$ cat src/rtl/mac_dma_pkg.sv
// mac_dma_pkg: AHB encodings, fetch FSM states and beat tags shared by the MAC operand fetch master
package mac_dma_pkg;
  localparam logic [1:0] HTRANS_IDLE   = 2'b00;
  localparam logic [1:0] HTRANS_NONSEQ = 2'b10;
  localparam logic [2:0] HSIZE_WORD    = 3'b010;
  typedef logic [1:0] state_t;
  localparam state_t ST_IDLE  = 2'd0;
  localparam state_t ST_RUN   = 2'd1;
  localparam state_t ST_DRAIN = 2'd2;
  localparam state_t ST_FIN   = 2'd3;
  localparam logic TAG_A = 1'b0;
  localparam logic TAG_B = 1'b1;
endpackage

$ cat src/rtl/mac_vec_fetch.sv
// mac_vec_fetch: AHB-Lite master streaming alternating A/B operand words into the MAC strobe interface
module mac_vec_fetch
  import mac_dma_pkg::*;
#(
  parameter int LEN_W = 16
) (
  input  logic             hclk,
  input  logic             rst_n,
  input  logic             start,
  input  logic [31:0]      src_a,
  input  logic [31:0]      src_b,
  input  logic [LEN_W-1:0] len,
  output logic             busy,
  output logic             done,
  output logic             error,
  output logic [31:0]      haddr,
  output logic [1:0]       htrans,
  output logic             hwrite,
  output logic [2:0]       hsize,
  output logic [31:0]      hwdata,
  input  logic             hready,
  input  logic             hresp,
  input  logic [31:0]      hrdata,
  output logic [31:0]      data_a,
  output logic             data_a_valid,
  output logic [31:0]      data_b,
  output logic             data_b_valid,
  output logic             clear
);
  state_t state_q, state_d;
  logic [31:0] haddr_q, haddr_d, ptr_a_q, ptr_a_d, ptr_b_q, ptr_b_d;
  logic [31:0] data_a_q, data_a_d, data_b_q, data_b_d;
  logic [1:0] htrans_q, htrans_d;
  logic [LEN_W-1:0] cnt_q, cnt_d;
  logic tag_q, tag_d, dtag_q, dtag_d, dph_q, dph_d;
  logic error_q, error_d, clear_q, clear_d, va_q, va_d, vb_q, vb_d;
  logic derr, dok, acc;
  // ptr_*_q hold the next address to issue for each vector; tag_q names the beat in address phase
  always_comb begin
    derr = dph_q && hresp;
    dok = dph_q && hready && !hresp;
    acc = htrans_q == HTRANS_NONSEQ && hready && !derr;
    state_d = state_q;
    haddr_d = haddr_q;
    htrans_d = htrans_q;
    ptr_a_d = ptr_a_q;
    ptr_b_d = ptr_b_q;
    cnt_d = cnt_q;
    tag_d = tag_q;
    clear_d = 1'b0;
    error_d = error_q || derr;
    dph_d = acc || (dph_q && !hready);
    dtag_d = acc ? tag_q : dtag_q;
    va_d = dok && dtag_q == TAG_A;
    vb_d = dok && dtag_q == TAG_B;
    data_a_d = va_d ? hrdata : data_a_q;
    data_b_d = vb_d ? hrdata : data_b_q;
    case (state_q)
      ST_IDLE: if (start) begin
        error_d = 1'b0;
        state_d = len == '0 ? ST_FIN : ST_RUN;
        if (len != '0) begin
          haddr_d = src_a & 32'hFFFF_FFFC;
          ptr_a_d = (src_a & 32'hFFFF_FFFC) + 32'd4;
          ptr_b_d = src_b & 32'hFFFF_FFFC;
          htrans_d = HTRANS_NONSEQ;
          tag_d = TAG_A;
          cnt_d = len;
          clear_d = 1'b1;
        end
      end
      ST_RUN: if (derr) begin
        htrans_d = HTRANS_IDLE;
        state_d = hready ? ST_FIN : ST_DRAIN;
      end else if (acc) begin
        tag_d = ~tag_q;
        if (tag_q == TAG_A) begin
          haddr_d = ptr_b_q;
          ptr_b_d = ptr_b_q + 32'd4;
        end else if (cnt_q == LEN_W'(1)) begin
          htrans_d = HTRANS_IDLE;
          state_d = ST_DRAIN;
        end else begin
          haddr_d = ptr_a_q;
          ptr_a_d = ptr_a_q + 32'd4;
          cnt_d = cnt_q - LEN_W'(1);
        end
      end
      ST_DRAIN: state_d = (derr ? hready : !dph_q) ? ST_FIN : ST_DRAIN;
      default: state_d = ST_IDLE;
    endcase
  end
  always_ff @(posedge hclk or negedge rst_n) begin
    if (!rst_n) begin
      state_q <= ST_IDLE;
      haddr_q <= '0;
      htrans_q <= HTRANS_IDLE;
      ptr_a_q <= '0;
      ptr_b_q <= '0;
      cnt_q <= '0;
      tag_q <= TAG_A;
      dtag_q <= TAG_A;
      dph_q <= 1'b0;
      error_q <= 1'b0;
      clear_q <= 1'b0;
      va_q <= 1'b0;
      vb_q <= 1'b0;
      data_a_q <= '0;
      data_b_q <= '0;
    end else begin
      state_q <= state_d;
      haddr_q <= haddr_d;
      htrans_q <= htrans_d;
      ptr_a_q <= ptr_a_d;
      ptr_b_q <= ptr_b_d;
      cnt_q <= cnt_d;
      tag_q <= tag_d;
      dtag_q <= dtag_d;
      dph_q <= dph_d;
      error_q <= error_d;
      clear_q <= clear_d;
      va_q <= va_d;
      vb_q <= vb_d;
      data_a_q <= data_a_d;
      data_b_q <= data_b_d;
    end
  end
  assign busy = state_q != ST_IDLE;
  assign done = state_q == ST_FIN;
  assign error = error_q;
  assign haddr = haddr_q;
  assign htrans = htrans_q;
  assign hwrite = 1'b0;
  assign hsize = HSIZE_WORD;
  assign hwdata = '0;
  assign data_a = data_a_q;
  assign data_a_valid = va_q;
  assign data_b = data_b_q;
  assign data_b_valid = vb_q;
  assign clear = clear_q;
endmodule

$ cat config.mk
export PLATFORM = sky130hd
export DESIGN_NAME = mac_vec_fetch
export DESIGN_NICKNAME = d
export VERILOG_FILES = /design/src/rtl/mac_dma_pkg.sv /design/src/rtl/mac_vec_fetch.sv
export SDC_FILE = /design/constraint.sdc
export NUM_CORES = 1
export LEC_CHECK = 0
export ABC_AREA = 1
export BUFFER_PORTS_ARGS = -buffer_cell sky130_fd_sc_hd__buf_2
export CORE_UTILIZATION = 49
export DETAILED_ROUTE_END_ITERATION = 10
export GPL_ROUTABILITY_DRIVEN = 0
export PLACE_DENSITY = 0.81
export REMOVE_ABC_BUFFERS = 1
export SLEW_MARGIN = 40
export SYNTH_ARGS = -nofsm -noshare
export SYNTH_HDL_FRONTEND = slang
export SYNTH_SLANG_ARGS = --single-unit
$ cat constraint.sdc
create_clock -name hclk -period 2 [get_ports hclk]
set_input_delay 0.3 -clock hclk [delete_from_list [all_inputs] [get_ports hclk]]
set_output_delay 0.3 -clock hclk [all_outputs]
set_load 0.05 [all_outputs]
==> out/results.txt, run 1 <==
Min-Delay Path Depth -> 3
Synth top area share -> 0.422
Max incr delay on CP -> 0.45 ns
Post-synth top area cell -> dfrtp_1
Flops & latches, synth -> 181
Num ports -> 257
Failing checks -> DRC, setup timing
Vias per cell -> 5.68
P per Cell Area -> 2010 nW/µm²
Setup violators final -> 104
Static leakage -> 7.74 nW
Wire per inst -> 18.1 µm
Unrepaired setup endpoints after global routing -> true
Cell Area, Synth -> 10700 µm²
CTS H-tree lvls -> 4
Drt pass-1 iters -> 10
WS Path Type -> reg2reg
Status -> complete, but fails checks
Max Slew Vio Count -> 0
R2R Path Start -> state_q[0]
CTS tree -> done
Iter 0 DRT Violations -> 1761
Tot GR Track Use -> 0.296
Top cells by area, synth -> dfrtp_1, nand2_1, o21ai_0, nor2_1, inv_1
First-pass GRT wire length -> 51.7 mm
Area after DPL -> 12400 µm²
Post-DP HPWL -> 22.6 mm
Placement row count -> 53
Syn Area/Cell -> 6.86 µm²
Slew headroom -> 0.637
Critical Path End Type -> flip-flop
Most frequent cells in the layout -> nand2_1, buf_2, dfrtp_1, inv_1, o21ai_0
Vias -> 12200
Pin count of the biggest net entering global routing -> 66
Die Wd -> 150 µm
Vias in the first global route -> 10400
Die height -> 150 µm
Max Cap Viol -> 0
Root Driver -> clkbuf_16
Min Hold Slack -> 0.0765 ns
Die Area -> 22500 µm²
Worst-path maximum fanout -> 11
Clock skew -> 0.00967 ns
Reg-to-reg critical path endpoint -> ptr_a_q[29]
Maximum clock frequency -> 416 MHz
Fraction of layout cells with a size suffix above 1 -> 0.285
Area grow syn2layout -> 35.3%
Depth of the worst register-to-register path -> 15
Core area -> 21200 µm²
Fin cells -> 2149
CTS Sinks -> 181
Flop2flop setup slack -> -0.41 ns
Final WS setup -> -0.406 ns
Placed cell count -> 2061
Crit-path slowest cell -> dfrtp_1
VDD IR max -> 794 µV
CP most frequent cell -> nand2_1
DRC -> 1
Leading cell type in the layout, fill and taps excluded -> nand2_1
FILL cells -> 1556
Post-Syn Instances -> 1564
Synth unique cells -> 38
Worst Path Required -> 2.35 ns
Grt ovf -> 0
Clk_lat worst skew -> 0.46 ns
Routed Wire Length -> 39.0 mm
Critical Path Source -> state_q[0]
Hold Fails Final Rpt -> 0
Worst Path Arrival -> 2.75 ns
Clock-pin slew of the registers on the worst-case setup and hold paths -> 0.09 ns
Initial Util -> 0.505
Port-buffer cells -> 215
Worst Tran Pin Value -> 0.544 ns
Design area -> 14500 µm²
Worst setup endpoint -> ptr_a_q[29]
Final period util -> 1.20
Clock tree buffer depth -> 2
Worst path cell trace -> ha_4, buf_6, clkinv_8, buf_12, nand2_1, nand2_2, nand2_1, nor2_1, nand2_1, nor2_2, nand2_1, nand2_1, nand2_1, nand2_1, nand2_1
Hold Path Class -> in2reg
Part of the Yosys area used for sequential elements -> 0.422
Initial antenna violation count -> 1
Final net count -> 1985
Minimum clock period -> 2.41 ns
Ys Warns -> 0
Worst Setup Start Kind -> flip-flop
CTS buffer count -> 17
Antenna Violating Nets Remaining -> 0
## per-layer routing
| layer | vias up | routed length, µm | global-route usage |
|---|---|---|---|
| li1 | 5439 | - | - |
| met1 | 5543 | 13900 | 0.366 |
| met2 | 922 | 17800 | 0.494 |
| met3 | 295 | 4130 | 0.0588 |
| met4 | 0 | 3190 | 0.144 |
| met5 | - | 0 | 0 |
## where the power goes
part	switching (mW)	internal, mW	total [mW]
Combinational	12.3	6.43	18.7
Sequential	1.27	5.44	6.70
Clock	1.97	1.81	3.78
Total	15.5	13.7	29.2
## stage by stage
step,worst slack [ns],utilization,setup TNS [ns],power [mW]
floorplan,-4.25,-,-352.81,15.7
CTS,-0.0306,0.635,-0.147,25.4
global placement,-0.0380,0.587,-0.165,20.2
finish,-0.406,0.684,-16.10,29.2
global route,-0.503,0.684,-19.90,30.6
detailed placement,-0.113,0.587,-1.48,20.7
## synthesized netlist by cell type (all sizes together)
| cell | number |
|---|---|
| nand2 | 618 |
| dfrtp | 181 |
| o21ai | 169 |
| nor2 | 160 |
| inv | 144 |
| buf | 73 |
| nand3 | 67 |
| clkbuf | 25 |
| a21boi | 24 |
| a21oi | 20 |
| nor3 | 18 |
| xor2 | 12 |
| ha | 8 |
| nand4 | 8 |
| a31oi | 5 |
| o21a | 5 |
| and2 | 4 |
| a22oi | 3 |
| nand3b | 3 |
| xnor2 | 3 |
| and3 | 2 |
| conb | 2 |
| o211ai | 2 |
| o22ai | 2 |
| o31ai | 2 |
| or2 | 2 |
| nor3b | 1 |
| o21bai | 1 |
## worst min-delay path by stage
stage	start	endpoint	slack, ns
floorplan	rst_n	clear	0.004
global placement	rst_n	cnt_q[0]	0.30
detailed placement	rst_n	cnt_q[7]	0.31
CTS	hready	dph_q	0.07
global route	src_b[17]	ptr_b_q[17]	0.08
finish	src_b[17]	ptr_b_q[17]	0.08
## cell type report
type	count	area [µm²]	share of cell area
Clock buffer	17	425	0.0293
Antenna cell	1	2.50	0.000172
Timing Repair Buffer	340	2660	0.183
Inverter	144	558	0.0385
Tap cell	275	344	0.0237
Sequential cell	181	4530	0.312
Multi-Input combinational cell	1176	5770	0.397
Clock inverter	15	230	0.0159
## registers in the layout (all words and copies together), names as in the netlist
| name | count |
|---|---|
| tag_q | 1 |
| data_a_valid | 1 |
| data_a | 32 |
| ptr_a_q | 30 |
| data_b | 32 |
| dph_q | 1 |
| data_b_valid | 1 |
| cnt_q | 16 |
| error | 1 |
| state_q | 2 |
| htrans | 1 |
| clear | 1 |
| dtag_q | 1 |
| haddr | 31 |
| ptr_b_q | 30 |
## cell families after synthesis
| logic type | share of synthesized area |
|---|---|
| compound gates | 0.119 |
| xor+xnor | 0.0123 |
| fa+ha+maj | 0.00933 |
| buf+inv | 0.107 |
| flops | 0.422 |
| other cells | 0.000700 |
| simple gates | 0.330 |
## worst max-delay path, delay by kind of cell (launching register included)
family,cells,cell delay (ns)
DFF,1,0.45
adders and majority gates,1,0.21
and+or+nand+nor,11,1.25
buffers and inverters,3,0.37
## repair_timing
item                                    in CTS  in global routing
endpoints found under the setup margin      52                133
gates cloned                                 4                 18
pin swaps                                    7                 34
hold endpoints to repair                    45                  0
hold buffers                                 1                  0
buffers inserted                            10                 23
gates resized for setup                     48                184
Note: power is estimated with default switching activity, not from simulation.
==> run 2: changes to the inputs <==
--- a/config.mk
+++ b/config.mk
@@ -7,10 +7,10 @@
 export LEC_CHECK = 0
 export ABC_AREA = 1
 export BUFFER_PORTS_ARGS = -buffer_cell sky130_fd_sc_hd__buf_2
-export CORE_UTILIZATION = 49
+export CORE_UTILIZATION = 43
 export DETAILED_ROUTE_END_ITERATION = 10
 export GPL_ROUTABILITY_DRIVEN = 0
-export PLACE_DENSITY = 0.81
+export PLACE_DENSITY = 0.73
 export REMOVE_ABC_BUFFERS = 1
 export SLEW_MARGIN = 40
 export SYNTH_ARGS = -nofsm -noshare
==> run 2 against run 1 <==
  * The flow finishes with violations (setup timing)
  * Final cell count is 3.7% higher
  * Critical path depth stayed put
  * Core utilization is 5.9 points lower
  * Largest power group unchanged
==> out/results.txt, run 2 (same netlist as run 1, synthesis figures left out) <==
Root Driver -> clkbuf_16
Core area -> 24400 µm²
Tot Pwr -> 30.6 mW
Design area -> 15200 µm²
Iter 0 DRT Violations -> 1289
Antenna Violating Nets Remaining -> 0
Max incr delay on CP -> 0.41 ns
Leading cell type in the layout, fill and taps excluded -> nand2_1
Area after DPL -> 12600 µm²
Setup violators final -> 92
Drt pass-1 iters -> 8
Die Area -> 25600 µm²
Routed Wire Length -> 39.0 mm
Die height -> 160 µm
Static leakage -> 8.05 nW
Clock tree buffer depth -> 2
Final net count -> 2017
Minimum clock period -> 2.27 ns
Die Wd -> 160 µm
Min Hold Slack -> 0.0802 ns
Vias per cell -> 5.38
Tot GR Track Use -> 0.250
Wire per inst -> 17.5 µm
Maximum clock frequency -> 441 MHz
Max Cap Viol -> 0
Max Slew Vio Count -> 0
Grt ovf -> 0
Pin count of the biggest net entering global routing -> 66
Worst Path Required -> 2.34 ns
Worst path cell trace -> inv_2, ha_4, buf_12, buf_12, nand2_1, nand2_2, nand2_2, nor2_1, nand2_1, nor2_2, nand2_1, nand2_1, nand2_1, nand2_1, nand2_1
Status -> complete, but fails checks
CP most frequent cell -> nand2_1
First-pass GRT wire length -> 51.1 mm
Num ports -> 257
Initial antenna violation count -> 0
Slew headroom -> 0.614
VDD IR max -> 939 µV
Fin cells -> 2229
Hold Fails Final Rpt -> 0
Post-DP HPWL -> 22.9 mm
FILL cells -> 1983
Final period util -> 1.13
Fraction of layout cells with a size suffix above 1 -> 0.328
CTS Sinks -> 181
Vias in the first global route -> 10300
Placed cell count -> 2128
Worst Tran Pin Value -> 0.579 ns
CTS tree -> done
Failing checks -> setup timing
P per Cell Area -> 2010 nW/µm²
Min-Delay Path Depth -> 2
CTS H-tree lvls -> 4
Unrepaired setup endpoints after global routing -> true
Final WS setup -> -0.266 ns
Worst Path Arrival -> 2.61 ns
Placement row count -> 57
Clock-pin slew of the registers on the worst-case setup and hold paths -> 0.09 ns
DP Worst Slack -> -0.156 ns
Depth of the worst register-to-register path -> 15
Diodes inserted -> 0
Initial Util -> 0.440
Crit-path slowest cell -> dfrtp_1
Area grow syn2layout -> 42.1%
Most frequent cells in the layout -> nand2_1, buf_2, dfrtp_1, inv_1, o21ai_0
Hold Path Class -> in2reg
CTS buffer count -> 17
DRC -> 0
Clock skew -> 0.0121 ns
Port-buffer cells -> 215
Flop2flop setup slack -> -0.27 ns
Vias -> 12000
Critical Path End Type -> flip-flop
WS Path Type -> reg2reg
Worst Setup Start Kind -> flip-flop
Clk_lat worst skew -> 0.45 ns
Worst-path maximum fanout -> 8
==> run 2: layout make-up <==
type | count | area (µm²) | area share
tap | 324 | 405 | 0.0266
inverter | 144 | 556 | 0.0365
clock buffer | 17 | 425 | 0.0279
clock inverter | 15 | 230 | 0.0151
timing repair buffer | 372 | 3000 | 0.197
multi-input combinational | 1176 | 6090 | 0.400
sequential | 181 | 4530 | 0.297
==> run 2: metal layers <==
layer	global-route usage	up-vias	wire length, µm
met1	0.317	5480	14500
li1	-	5493	-
met4	0.117	0	2900
met2	0.414	774	18200
met5	0	-	0
met3	0.0436	236	3470
==> run 2: repair_timing <==
action                                  4_1_cts  5_1_grt
pin swaps                                    29       50
endpoints found under the setup margin       59      106
cloned                                        3       23
setup buffers                                15       29
endpoints found under the hold margin        44        0
gates resized for setup                      85      274
hold buffers                                  1        0
==> run 2: final timing paths <==
kind                       startpoint     endpoint
max                        state_q[1]  ptr_a_q[29]
min                            hready        dph_q
max reg2reg                state_q[1]  ptr_a_q[29]
min reg2reg                 haddr[17]    haddr[17]
max in group asynchronous       rst_n    data_a[0]
min in group asynchronous       rst_n  ptr_b_q[14]
==> run 2: power by group <==
group | switching, mW | internal [mW]
Combinational | 12.8 | 7.31
Sequential | 1.36 | 5.44
Clock | 1.95 | 1.81
==> run 2: through the flow <==
| step | setup TNS [ns] | util |
|---|---|---|
| 5_1_grt | -17.83 | 0.625 |
| 2_1_floorplan | -352.81 | - |
| 3_5_place_dp | -3.90 | 0.517 |
| 3_3_place_gp | -1.53 | 0.517 |
| 6_report | -8.68 | 0.625 |
| 4_1_cts | -0.444 | 0.563 |
==> run 2: worst max-delay path: cells and delay by family, from the launching register on <==
kind	cells	cell delay, ns
adders and majority gates	1	0.27
buffers and inverters	3	0.36
and+or+nand+nor	11	1.11
DFF	1	0.41
